==> config.mk <==
export PLATFORM = sky130hd
export DESIGN_NAME = pixel_window_fetch
export DESIGN_NICKNAME = d
export VERILOG_FILES = /design/src/rtl/pixel_window_fetch.sv
export SDC_FILE = /design/constraint.sdc
export NUM_CORES = 1
export LEC_CHECK = 0
export BUFFER_PORTS_ARGS = -buffer_cell sky130_fd_sc_hd__clkbuf_2
export CAP_MARGIN = 20
export CORE_ASPECT_RATIO = 0.5
export CORE_MARGIN = 8
export CORE_UTILIZATION = 36
export DETAILED_ROUTE_END_ITERATION = 12
export GPL_ROUTABILITY_DRIVEN = 0
export PLACE_DENSITY = 0.59
export SYNTH_ARGS = -nofsm -noshare
export SYNTH_HDL_FRONTEND = slang
export SYNTH_SLANG_ARGS = --single-unit
==> constraint.sdc <==
create_clock -name clk -period 33 [get_ports clk]
set_input_delay 1.65 -clock clk [delete_from_list [all_inputs] [get_ports clk]]
set_output_delay 1.65 -clock clk [all_outputs]
set_load 0.01 [all_outputs]
==> src/rtl/pixel_window_fetch.sv <==
// pixel_window_fetch
// ------------------
// Walks every centre position of a 32x32 frame in raster order. For each
// centre it reads the 3x3 neighbourhood from the pixel memory's combinational
// read port, one tap per cycle. Neighbours that fall off the image edge are
// zero-padded and are not read. The assembled window is offered to the
// convolution datapath over a valid/ready handshake, together with the
// window's centre coordinates.
//
// Build option:
//   PIXEL_WIN_REUSE_EN - when the centre steps one column to the right within
//   the same row, the two overlapping window columns are shifted left and
//   only the new right-hand column (taps 2,5,8) is fetched. Window contents
//   are the same in both builds; only the latency differs.
//
// Ports:
//   clk, rst             clock; asynchronous active-high reset
//   start                begin a frame pass (sampled only while idle)
//   busy                 high from the first fetch cycle until done
//   done                 one-cycle pulse after the final window handshake
//   read_pixel_signal    read enable to the pixel memory
//   read_pixel_addr      {6'b0, row[4:0], col[4:0]}
//   read_pixel_data      combinational read data from the pixel memory
//   win_valid/win_ready  window handshake
//   win_data             tap k at [PIX_W*k +: PIX_W], k = 3*(dr+1)+(dc+1)
//   win_row, win_col     centre coordinates of the presented window

module pixel_window_fetch #(
  parameter int PIX_W = 48
) (
  input  logic               clk,
  input  logic               rst,
  input  logic               start,
  output logic               busy,
  output logic               done,
  output logic               read_pixel_signal,
  output logic [15:0]        read_pixel_addr,
  input  logic [PIX_W-1:0]   read_pixel_data,
  output logic               win_valid,
  input  logic               win_ready,
  output logic [9*PIX_W-1:0] win_data,
  output logic [4:0]         win_row,
  output logic [4:0]         win_col
);

`ifdef PIXEL_WIN_REUSE_EN
  localparam bit REUSE = 1'b1;
`else
  localparam bit REUSE = 1'b0;
`endif

  typedef enum logic [1:0] {
    IDLE    = 2'd0,
    FETCH   = 2'd1,
    PRESENT = 2'd2
  } state_t;

  state_t     state;
  logic [3:0] tap;         // tap index being fetched this cycle
  logic       shift_mode;  // current window only fetches taps 2,5,8

  // Read request for tap k of the window centred at (row,col):
  // {enable, address}. The sum is formed in 6-bit signed arithmetic, so both
  // -1 and 32 show up with bit 5 set and are treated as off-image.
  function automatic logic [16:0] tap_request(input logic [4:0] row,
                                               input logic [4:0] col,
                                               input logic [3:0] k);
    logic signed [5:0] dr;
    logic signed [5:0] dc;
    logic signed [5:0] r;
    logic signed [5:0] c;
    case (k)
      4'd0, 4'd1, 4'd2: dr = -6'sd1;
      4'd3, 4'd4, 4'd5: dr = 6'sd0;
      default:          dr = 6'sd1;
    endcase
    case (k)
      4'd0, 4'd3, 4'd6: dc = -6'sd1;
      4'd1, 4'd4, 4'd7: dc = 6'sd0;
      default:          dc = 6'sd1;
    endcase
    r = $signed({1'b0, row}) + dr;
    c = $signed({1'b0, col}) + dc;
    if (!r[5] && !c[5]) begin
      tap_request = {1'b1, 6'd0, r[4:0], c[4:0]};
    end else begin
      tap_request = 17'd0;
    end
  endfunction

  logic               last_centre;
  logic               same_row;
  logic [4:0]         next_row;
  logic [4:0]         next_col;
  logic [3:0]         first_tap;
  logic [3:0]         step;
  logic [3:0]         next_tap;
  logic [16:0]        req_next_tap;
  logic [16:0]        req_next_win;
  logic [16:0]        req_frame;
  logic [9*PIX_W-1:0] shifted;

  // Next centre, next tap and the read requests that go with them, so the
  // read enable/address can be loaded into registers one cycle ahead.
  always_comb begin
    last_centre = (win_row == 5'd31) && (win_col == 5'd31);
    same_row    = (win_col != 5'd31);
    if (same_row) begin
      next_row = win_row;
      next_col = win_col + 5'd1;
    end else begin
      next_row = win_row + 5'd1;
      next_col = 5'd0;
    end
    if (REUSE && same_row) begin
      first_tap = 4'd2;
    end else begin
      first_tap = 4'd0;
    end
    if (shift_mode) begin
      step = 4'd3;
    end else begin
      step = 4'd1;
    end
    next_tap     = tap + step;
    req_next_tap = tap_request(win_row, win_col, next_tap);
    req_next_win = tap_request(next_row, next_col, first_tap);
    req_frame    = tap_request(5'd0, 5'd0, 4'd0);
  end

  // Window moved one column left: columns 1,2 become columns 0,1. Column 2
  // keeps stale data until it is refetched.
  always_comb begin
    shifted = win_data;
    for (int m = 0; m < 3; m++) begin
      shifted[PIX_W*(3*m) +: PIX_W]   = win_data[PIX_W*(3*m+1) +: PIX_W];
      shifted[PIX_W*(3*m+1) +: PIX_W] = win_data[PIX_W*(3*m+2) +: PIX_W];
    end
  end

  // Frame walker: IDLE -> FETCH (one tap per cycle) -> PRESENT -> FETCH/IDLE.
  always_ff @(posedge clk or posedge rst) begin
    if (rst) begin
      state             <= IDLE;
      tap               <= 4'd0;
      shift_mode        <= 1'b0;
      busy              <= 1'b0;
      done              <= 1'b0;
      read_pixel_signal <= 1'b0;
      read_pixel_addr   <= 16'd0;
      win_valid         <= 1'b0;
      win_data          <= {(9*PIX_W){1'b0}};
      win_row           <= 5'd0;
      win_col           <= 5'd0;
    end else begin
      done <= 1'b0;
      case (state)
        IDLE: begin
          if (start) begin
            state             <= FETCH;
            busy              <= 1'b1;
            win_row           <= 5'd0;
            win_col           <= 5'd0;
            tap               <= 4'd0;
            shift_mode        <= 1'b0;
            read_pixel_signal <= req_frame[16];
            read_pixel_addr   <= req_frame[15:0];
          end
        end
        FETCH: begin
          // Off-image taps carry no read enable and are loaded with zero.
          if (read_pixel_signal) begin
            win_data[PIX_W*int'(tap) +: PIX_W] <= read_pixel_data;
          end else begin
            win_data[PIX_W*int'(tap) +: PIX_W] <= {PIX_W{1'b0}};
          end
          if (tap == 4'd8) begin
            state             <= PRESENT;
            win_valid         <= 1'b1;
            read_pixel_signal <= 1'b0;
            read_pixel_addr   <= 16'd0;
          end else begin
            tap               <= next_tap;
            read_pixel_signal <= req_next_tap[16];
            read_pixel_addr   <= req_next_tap[15:0];
          end
        end
        PRESENT: begin
          if (win_ready) begin
            win_valid <= 1'b0;
            if (last_centre) begin
              state <= IDLE;
              busy  <= 1'b0;
              done  <= 1'b1;
            end else begin
              state             <= FETCH;
              win_row           <= next_row;
              win_col           <= next_col;
              tap               <= first_tap;
              shift_mode        <= REUSE && same_row;
              read_pixel_signal <= req_next_win[16];
              read_pixel_addr   <= req_next_win[15:0];
              if (REUSE && same_row) begin
                win_data <= shifted;
              end
            end
          end
        end
        default: begin
          state             <= IDLE;
          busy              <= 1'b0;
          win_valid         <= 1'b0;
          read_pixel_signal <= 1'b0;
          read_pixel_addr   <= 16'd0;
        end
      endcase
    end
  end

endmodule

======== Word level (Yosys, flattened, before mapping) ========
Cells that the tools add are included.
storage, ports and cells
  bits in registers ....................... 469
  word-level logic and storage cells ...... 115
  input port bits ......................... 52
cells by class
  mux-type cells .......................... 50
  $add $sub $neg .......................... 8
  multiply operators ...................... 1
  eq/ne operators ......................... 19
  reductions and logical operators ........ 21
  bitwise gates (word level) .............. 2
  shift operators ......................... 3
operators by type and width
  kind                        number
  $bwmux 432                  2
  $mux 432                    1
  $shift 48x33->432 const A   1
  $shiftx 48x33->432          1
  $shiftx 48x33->432 const A  1
  $mux 16                     4
  $pmux 16 s3                 1
  $mux 5                      7
  $mux 17                     2
  $neg 10->33                 1
  $pmux 6 s2                  2
  $pmux 5 s2                  2
  $eq 4x3->1 const B          4
  $mux 4                      4
  $mux 1                      15
  $add 6x1->6 const B         2
  $add 6x6->6                 2
  $ne 2x2->1 const B          6
  $pmux 4 s3                  1
  $reduce_or 3->1             4
  $add 5x1->5 const B         2
  $eq 5x5->1 const B          2
  $pmux 1 s3                  3
  $reduce_and 3->1            3
  other kinds (20)            31

======== Logic depth before layout (Yosys ltp) ========
Gate-level depths: netlist of the first run.
  word-level depth ........................ 11
  mapped depth ............................ 17
  gate-level depth less buffers ........... 14

======== Worst setup path after synthesis of the first run ========
Ideal clock, no wire load.
  kind .................................... register to register
  start point ............................. register tap[2]
  end point ............................... register win_data[64]
  path slack .............................. 29.274 ns
  buffers on the path ..................... 3
  data required time ...................... 32.875 ns
  arrival ................................. 3.601 ns
  cell stages (with the launch flop) ...... 16
  cells stage by stage .................... dfrtp_1 buf_2 inv_1 ha_1 buf_2 nor2b_1 nor3_1 nor2_1 nor4_1 ha_1 nand2_1 nor2_1 o21ai_1 nor4_4 buf_4 mux2_2
on the way
  cells in the longest elaborated chain, start to end .. 5
  elaborated cells between the ends (all ways) .. 8
  those cells by class .................... add/sub: 1; mul: 1; shift: 3; mux: 3
RTL lines
  item                                              line      source
  start: declaration                                59        logic [3:0] tap;
  start signal: assignment                          183       tap <= next_tap;
  start signal: assignment                          199       tap <= first_tap;
  $mul 2x4->6 (*)                                   173, 175
  $neg 10->33 (*)                                   173, 175
  $shiftx 48x33->432, or another cell as far along  175       win_data[PIX_W*int'(tap) +: PIX_W] <= {PIX_W{1'b0}};
  $bwmux 432 (on tied branches)                     175, 173
  $mux 432 (*)                                      172       if (read_pixel_signal) begin
  end signal: indexed assignment                    173       win_data[PIX_W*int'(tap) +: PIX_W] <= read_pixel_data;
  end signal: indexed assignment                    175
  end signal: assignment                            204       win_data <= shifted;
  end: declaration                                  41        output logic [9*PIX_W-1:0] win_data,
Every way passes the cells marked *; elsewhere a longest branch is shown, timed or not.
A chain may end at the register's enable or synchronous reset.

======== Final worst setup path of the first run ========
  start point ............................. register tap[0]
  end point ............................... register win_data[390]
The elaborated chain is that of the path after synthesis.

==> run metrics, run 1 <==
Final Setup Violations=0; cell-internal power=1460 uW; global-route wire length before repair=126000 um; startpoint types=flop; Port Buf Inserts=507; R2R setup slack=27.62 ns; # fillers=5934; global router's overall resource usage=23.6%; Clock power frac=21.0%; CTS root buf=clkbuf_16; WL final=88300 um; post-route setup TNS=0 ns; minimum clock period=5.38 ns; outcome=completed; Worst EP required=33.46 ns; CP Buf/Inv Count=3; Comb pwr share=46.6%; drt wl/cell=25.5 um; cts hold-fix bufs=0; CP peak stage delay=0.79 ns; Max IR drop VDD=49.3 uV; Flop pwr share=32.3%; Yosys cell types=76; syn avg cell area=10.4 um2; Non-Filler Instances=3455; DIE WIDTH=367 um; TritonCTS clock tree=yes; Cells after Synth=2135; WP data arrival=5.85 ns; number of synthesized flops with an enable pin=0; max-slew violations=0; Net Switching=1180 uW; Mapped Area=22200 um2; Net count, final=2667; worst reg2reg path depth=12; Yosys reg bits=462; CORE AREA=61100 um2; Async SR Flop Fraction=100%; crit end category=flop; critical path class=reg2reg; clk slew on worst S/H paths=0.06 ns; # placed instances=3356; slowest cell on the critical path=nor3_4; sequential area share after synthesis=52.0%; Cell Chain, Critical Path=buf_4 > inv_1 > ha_1 > nand2b_1 > nor4_1 > ha_1 > nand2_1 > nor2_1 > buf_4 > o21ai_1 > nor3_4 > mux2_2; die span in y=192 um; Pleak=0.0132 uW; worst hold stages=2; vias in the first global route=18540; Sw Ratio=44.7%; I/O pins=514; RR Startpoint=tap[0]; Vias=19362; Max-cap violations=0; DRC Markers=0; GRT Residual Overflow=0; Post-CTS Resized=0; final hold vios=0; Worst-Skew Late Latency=0.59 ns; deepest clock path buffer count=3; Site Rows=64; die area=70400 um2; YS warnings=0; Final HPWL DP=63900 um; hold_sp=win_data[257]; worst hold endpoint=win_data[257]; RSZ-0062 raised after global routing=false; Slew headroom=24.0%; CP delay by family, top=simple AND/OR/NAND/NOR gates; CTS buffer count=45; Post-CTS Setup Inserts=0; clk_skew=0.0208 ns; FF-to-FF End=win_data[390]; post-DR vias/cell=5.60; Final Cycle Share=16.3%; fmax=186 MHz; commonest register cell after synthesis=dfrtp_1; layout cells sized above 1=33.0%; initial DRC count=1926; Routed Antenna Nets=0; Num Clock Sinks=462; initial core utilization=36.4%; largest net degree at the start of global routing=163; Pwr Density=96.5 nW/um2; worst-path fanout max=89; initial antenna violation count=12; first drt pass iteration count=5; Worst-Margin Slew=1.14 ns; Hold Crit Class=reg2reg; H-tree Lvls=2; Area Growth Syn to Fin=22.9%
tightest hold or removal path, cell delays in order, from the launching register on:
cell and delay [ns]:
dfrtp_1 0.34, nand2_1 0.05, o31ai_1 0.05
cell usage in the layout, fill, tap and decap left out, types with 28 or more instances in the layout:
| cell type | n |
|---|---|
| clkbuf_16 | 46 |
| a31oi_1 | 46 |
| mux2_2 | 179 |
| buf_4 | 48 |
| ha_1 | 28 |
| a22o_1 | 35 |
| nand3_1 | 51 |
| a21oi_1 | 117 |
| o31ai_1 | 154 |
| dfrtp_1 | 461 |
| clkbuf_2 | 507 |
| a22oi_1 | 63 |
| nor2_1 | 147 |
| nand2_1 | 323 |
| o21ai_0 | 77 |
flip-flops by register name, summed over array words and instances (netlist names):
name,cells
busy,1
state,2
read_pixel_addr,10
read_pixel_signal,1
tap,4
done,1
win_valid,1
win_row,5
win_col,5
win_data,432
logic make-up (layout without fill, tap and decap cells):
group / count (synthesis) / after routing / synth area share [%]
buffers and inverters: 188 / 666 / 3.58
AO/OA/AOI/OAI: 578 / 578 / 18.1
other: 1 / 18 / 0.0169
AND/OR/NAND/NOR: 631 / 631 / 12.4
multiplexers: 219 / 219 / 11.0
adder cells (fa/ha/maj): 31 / 31 / 1.85
XOR/XNOR: 25 / 25 / 1.07
flip-flops: 462 / 462 / 52.0
power groups by stage:
stage / registers, uW / logic, uW / clock network (uW)
after floorplan: 920 / 630 / 0
after global placement: 860 / 1190 / 0
after detailed placement: 863 / 1210 / 0
after CTS: 854 / 1210 / 563
after global routing: 871 / 1310 / 585
final: 852 / 1230 / 554
final cells by class:
| class | instances | area (um2) | area share (%) |
|---|---|---|---|
| Tap cell | 825 | 1030 | 3.78 |
| Multi-Input combinational cell | 1490 | 10000 | 36.7 |
| Clock buffer | 62 | 1320 | 4.84 |
| Clock inverter | 19 | 233 | 0.852 |
| Timing Repair Buffer | 561 | 3020 | 11.1 |
| Inverter | 24 | 97.6 | 0.357 |
| Antenna cell | 12 | 30.0 | 0.110 |
| Sequential cell | 462 | 11600 | 42.3 |
worst max-delay path by stage:
stage / start / to / slack, ns / cells past startpoint
floorplan: rst / busy / 18.47 / 1
global placement: tap[0] / win_data[414] / 27.86 / 12
detailed placement: tap[1] / win_data[396] / 27.75 / 12
CTS: tap[0] / win_data[396] / 27.72 / 12
global route: tap[0] / win_data[387] / 27.30 / 12
finish: tap[0] / win_data[390] / 27.62 / 12
synth_stat cells (35+ instances only):
cell type | n | area [um2]
a21oi_1 | 117 | 586
a22o_1 | 35 | 307
a22oi_1 | 63 | 473
a31oi_1 | 46 | 288
clkbuf_1 | 112 | 420
dfrtp_1 | 462 | 11600
mux2_2 | 179 | 2020
nand2_1 | 325 | 1220
nand3_1 | 51 | 255
nor2_1 | 150 | 563
o21ai_0 | 77 | 385
o31ai_1 | 154 | 1160
metal layers:
metal / vias to the layer above / global-route usage, % / routed length, um
met4: 2 / 12.1 / 5230
met3: 236 / 4.20 / 5700
met1: 9690 / 28.6 / 33900
met2: 837 / 40.5 / 43400
li1: 8597 / - / -
met5: - / 0 / 14
stage by stage:
stage | total power (uW) | worst slack [ns] | hold slack (ns) | cell area, um2 | utilization, %
2_1_floorplan | 1550 | 18.47 | 0.512 | 22200 | -
3_3_place_gp | 2050 | 27.86 | 0.460 | 25600 | 41.9
3_5_place_dp | 2070 | 27.75 | 0.465 | 25600 | 42.0
4_1_cts | 2630 | 27.72 | 0.479 | 27200 | 44.5
5_1_grt | 2770 | 27.30 | 0.492 | 27300 | 44.7
6_report | 2640 | 27.62 | 0.473 | 27300 | 44.7
Note: power is estimated with default switching activity, not from simulation.
==> inputs of run 2 (changes only) <==
--- a/config.mk
+++ b/config.mk
@@ -5,6 +5,7 @@
 export SDC_FILE = /design/constraint.sdc
 export NUM_CORES = 1
 export LEC_CHECK = 0
+export ABC_AREA = 1
 export BUFFER_PORTS_ARGS = -buffer_cell sky130_fd_sc_hd__clkbuf_2
 export CAP_MARGIN = 20
 export CORE_ASPECT_RATIO = 0.5
@@ -12,7 +13,7 @@
 export CORE_UTILIZATION = 36
 export DETAILED_ROUTE_END_ITERATION = 12
 export GPL_ROUTABILITY_DRIVEN = 0
-export PLACE_DENSITY = 0.59
+export PLACE_DENSITY = 0.61
 export SYNTH_ARGS = -nofsm -noshare
 export SYNTH_HDL_FRONTEND = slang
 export SYNTH_SLANG_ARGS = --single-unit
==> constraint.sdc (replaced) <==
create_clock -name clk -period 4.4 [get_ports clk]
set_input_delay 0.22 -clock clk [delete_from_list [all_inputs] [get_ports clk]]
set_output_delay 0.22 -clock clk [all_outputs]
set_load 0.01 [all_outputs]
==> run metrics, run 2 <==
deepest clock path buffer count=3 (unchanged); Synth Area in Simple Gates=26.5% (was 12.4%); Hold Crit Class=in2reg (was reg2reg); Yosys reg bits=462 (unchanged); startpoint types=flop (unchanged); Final Cycle Share=93.5% (was 16.3%); GRT Residual Overflow=0 (unchanged); post-route setup TNS=0 ns (unchanged); Max IR drop VDD=605 uV (was 49.3 uV); global router's overall resource usage=24.3% (was 23.6%); GR Util met3=6.02% (was 4.20%); Most Crowded Layer GR=met2 (unchanged); post-synthesis mux area share=0% (was 11.0%); Reg area=11600 um2 (unchanged); Top cell by count, worst path=nand2_1; Pwr Density=827 nW/um2 (was 96.5 nW/um2); syn avg cell area=7.78 um2 (was 10.4 um2); number of synthesized flops with an enable pin=0 (unchanged); minimum clock period=4.12 ns (was 5.38 ns); critical path class=reg2reg (unchanged); clk_skew=0.0215 ns (was 0.0208 ns); commonest register cell after synthesis=dfrtp_1 (unchanged); Routed Antenna Nets=0 (unchanged); WP data arrival=4.57 ns (was 5.85 ns); CTS buffer count=46 (was 45); Pleak=0.0137 uW (was 0.0132 uW); die area=72700 um2 (was 70400 um2); Cells after Synth=2957 (was 2135); global-route wire length before repair=138000 um (was 126000 um); Net count, final=3478 (was 2667); post-DR vias/cell=5.30 (was 5.60); vias in the first global route=21460 (was 18540); first drt pass iteration count=8 (was 5); DIE WIDTH=373 um (was 367 um); highest-count cells in the layout ignoring fill and taps=1033 x nand2_1, 507 x clkbuf_2, 461 x dfrtp_1 (was 507 x clkbuf_2, 461 x dfrtp_1, 323 x nand2_1); slowest cell on the critical path=nor2_4 (was nor3_4); Synth top area share=50.3% (was 52.0%); worst-path fanout max=26 (was 89); outcome=completed (unchanged); Mapped Area=23000 um2 (was 22200 um2); Area Growth Syn to Fin=21.5% (was 22.9%); area occupied by multi-input gates=9970 um2 (was 10000 um2); initial core utilization=36.4% (about the same); Async SR Flop Fraction=100% (unchanged); Worst EP required=4.86 ns (was 33.46 ns); YS warnings=0 (unchanged); commonest cells in the netlist=1033 x nand2_1, 462 x dfrtp_1, 339 x o21ai_0, 194 x nand3_1, 154 x nor2_1 (was 462 x dfrtp_1, 325 x nand2_1, 179 x mux2_2, 154 x o31ai_1, 150 x nor2_1); CORE AREA=63100 um2 (was 61100 um2); TritonCTS clock tree=yes (unchanged); CTS root buf=clkbuf_16 (unchanged); global-route track usage on met1=29.4% (was 28.6%); CP Buf/Inv Count=3 (unchanged); Worst-Margin Slew=1.22 ns (was 1.14 ns); initial DRC count=2516 (was 1926); biggest regs=win_data: 432 flops, read_pixel_addr: 10 flops (unchanged); most common cell after layout, fill and taps aside=nand2_1 (was clkbuf_2); compound-cell area share of the yosys netlist=14.2% (was 18.1%); fmax=243 MHz (was 186 MHz); Vias=22699 (was 19362); RSZ-0062 raised after global routing=false (unchanged); Num Clock Sinks=462 (unchanged); Final HPWL DP=70700 um (was 63900 um); Post-CTS Setup Inserts=0 (unchanged); max FFs per register=432 (unchanged); Site Rows=65 (was 64); largest register by flop count=win_data (unchanged); Cell Chain, Critical Path=inv_1 > fa_1 > nand2_1 > nor2_1 > nand3_1 > nand2_4 > inv_2 > nor2_4 > nand4_1 > nand2_2 > inv_2 > nand2_1 > nand2_1 (was buf_4 > inv_1 > ha_1 > nand2b_1 > nor4_1 > ha_1 > nand2_1 > nor2_1 > buf_4 > o21ai_1 > nor3_4 > mux2_2); largest family of logic cells by synthesized area=simple AND/OR/NAND/NOR gates (was compound AO/OA/AOI/OAI gates); CP peak stage delay=0.72 ns (was 0.79 ns); GRT met2 Usage=40.8% (was 40.5%); H-tree Lvls=2 (unchanged); # fillers=6422 (was 5934); synth top area cells=dfrtp_1 50%, nand2_1 17%, o21ai_0 7.4%, nand3_1 4.2%, nor2_1 2.5% (was dfrtp_1 52%, mux2_2 9.1%, nand2_1 5.5%, o31ai_1 5.2%, a21oi_1 2.6%); largest net degree at the start of global routing=147 (was 163); Adder-Cell Fraction of Synth Area=1.78% (was 1.85%); Core Util, Final=44.3% (was 44.7%); initial antenna violation count=11 (was 12); die span in y=195 um (was 192 um); I/O pins=514 (unchanged); Slew headroom=17.7% (was 24.0%); CP delay by family, top=simple AND/OR/NAND/NOR gates (unchanged); Max-cap violations=0 (unchanged); post-synthesis xor/xnor area fraction=0.648% (was 1.07%); clk slew on worst S/H paths=0.06 ns (about the same); crit end category=flop (unchanged); final hold vios=0 (unchanged); max-slew violations=0 (unchanged); DRC Markers=0 (unchanged); Final Setup Violations=0 (unchanged); Worst-Skew Late Latency=0.60 ns (was 0.59 ns); layout cells sized above 1=20.8% (was 33.0%); Yosys cell types=43 (was 76); drt wl/cell=21.8 um (was 25.5 um); WL final=93100 um (was 88300 um); Port Buf Inserts=507 (unchanged); top-count cell post-synth=nand2_1 (was dfrtp_1); sequential area share after synthesis=50.3% (was 52.0%); cell taking the most area after synthesis=dfrtp_1 (unchanged)
run 2: cell families (layout without fill, tap and decap cells):
family	count (synthesis)	count (layout)
compound gates	616	616
xor+xnor	17	17
fa+ha+maj	31	31
buf+inv	362	831
flops	462	462
other cells	1	17
simple gates	1468	1468
run 2: path summary, 6_finish.rpt:
check | startpoint | end | slack, ns | depth (start not counted)
setup / recovery | tap[2] | win_data[290] | 0.28 | 13
hold / removal | start | state[1] | 0.14 | 6
setup reg to reg | tap[2] | win_data[290] | 0.28 | 13
hold reg to reg | win_data[79] | win_data[79] | 0.47 | 2
max in group asynchronous | rst | read_pixel_addr[1] | 2.75 | 4
min in group asynchronous | rst | win_data[195] | 0.35 | 3
run 2: worst min-delay path, delay by kind of cell:
| family | cells | cell delay [ns] |
|---|---|---|
| buffers and inverters | 2 | 0.14 |
| and+or+nand+nor | 3 | 0.21 |
| AOI/OAI and AO/OA | 1 | 0.12 |
run 2: layout make-up:
type	instances	share of cell area, %
multi-input combinational	2138	35.7
clock buffer	63	4.75
inverter	161	2.18
sequential	462	41.4
antenna	11	0.0985
tap	837	3.75
clock inverter	21	0.748
timing repair buffer	586	11.4
run 2: metrics by stage:
step / setup WS, ns / area [um2] / hold slack, ns / total power, uW / instances
after floorplan: -2.07 / 23000 / 0.353 / 13800 / 2962
after global placement: 0.577 / 26400 / 0.429 / 18700 / 4181
after detailed placement: 0.412 / 26400 / 0.421 / 18900 / 4181
after CTS: 0.396 / 27900 / 0.127 / 23000 / 4267
after global routing: 0.101 / 27900 / 0.165 / 24400 / 4279
final: 0.284 / 27900 / 0.143 / 23100 / 4279
run 2: power by group:
group,internal [uW],switching [uW],leakage [uW]
Combinational,3450,8260,0.00749
Clock,2250,1790,0.000746
Sequential,6100,1260,0.00550
run 2: per-layer routing:
layer  routed length [um]  share of wire, %
met1                35700                38
met2                44700                48
met3                 7630               8.2
met4                 5060               5.4
met5                    0                 0
run 2: timing repair:
item                                    4_1_cts  5_1_grt
hold buffers                                  2        0
endpoints found under the setup margin        0        0
resized for setup                             0        0
hold endpoints to repair                     28        0
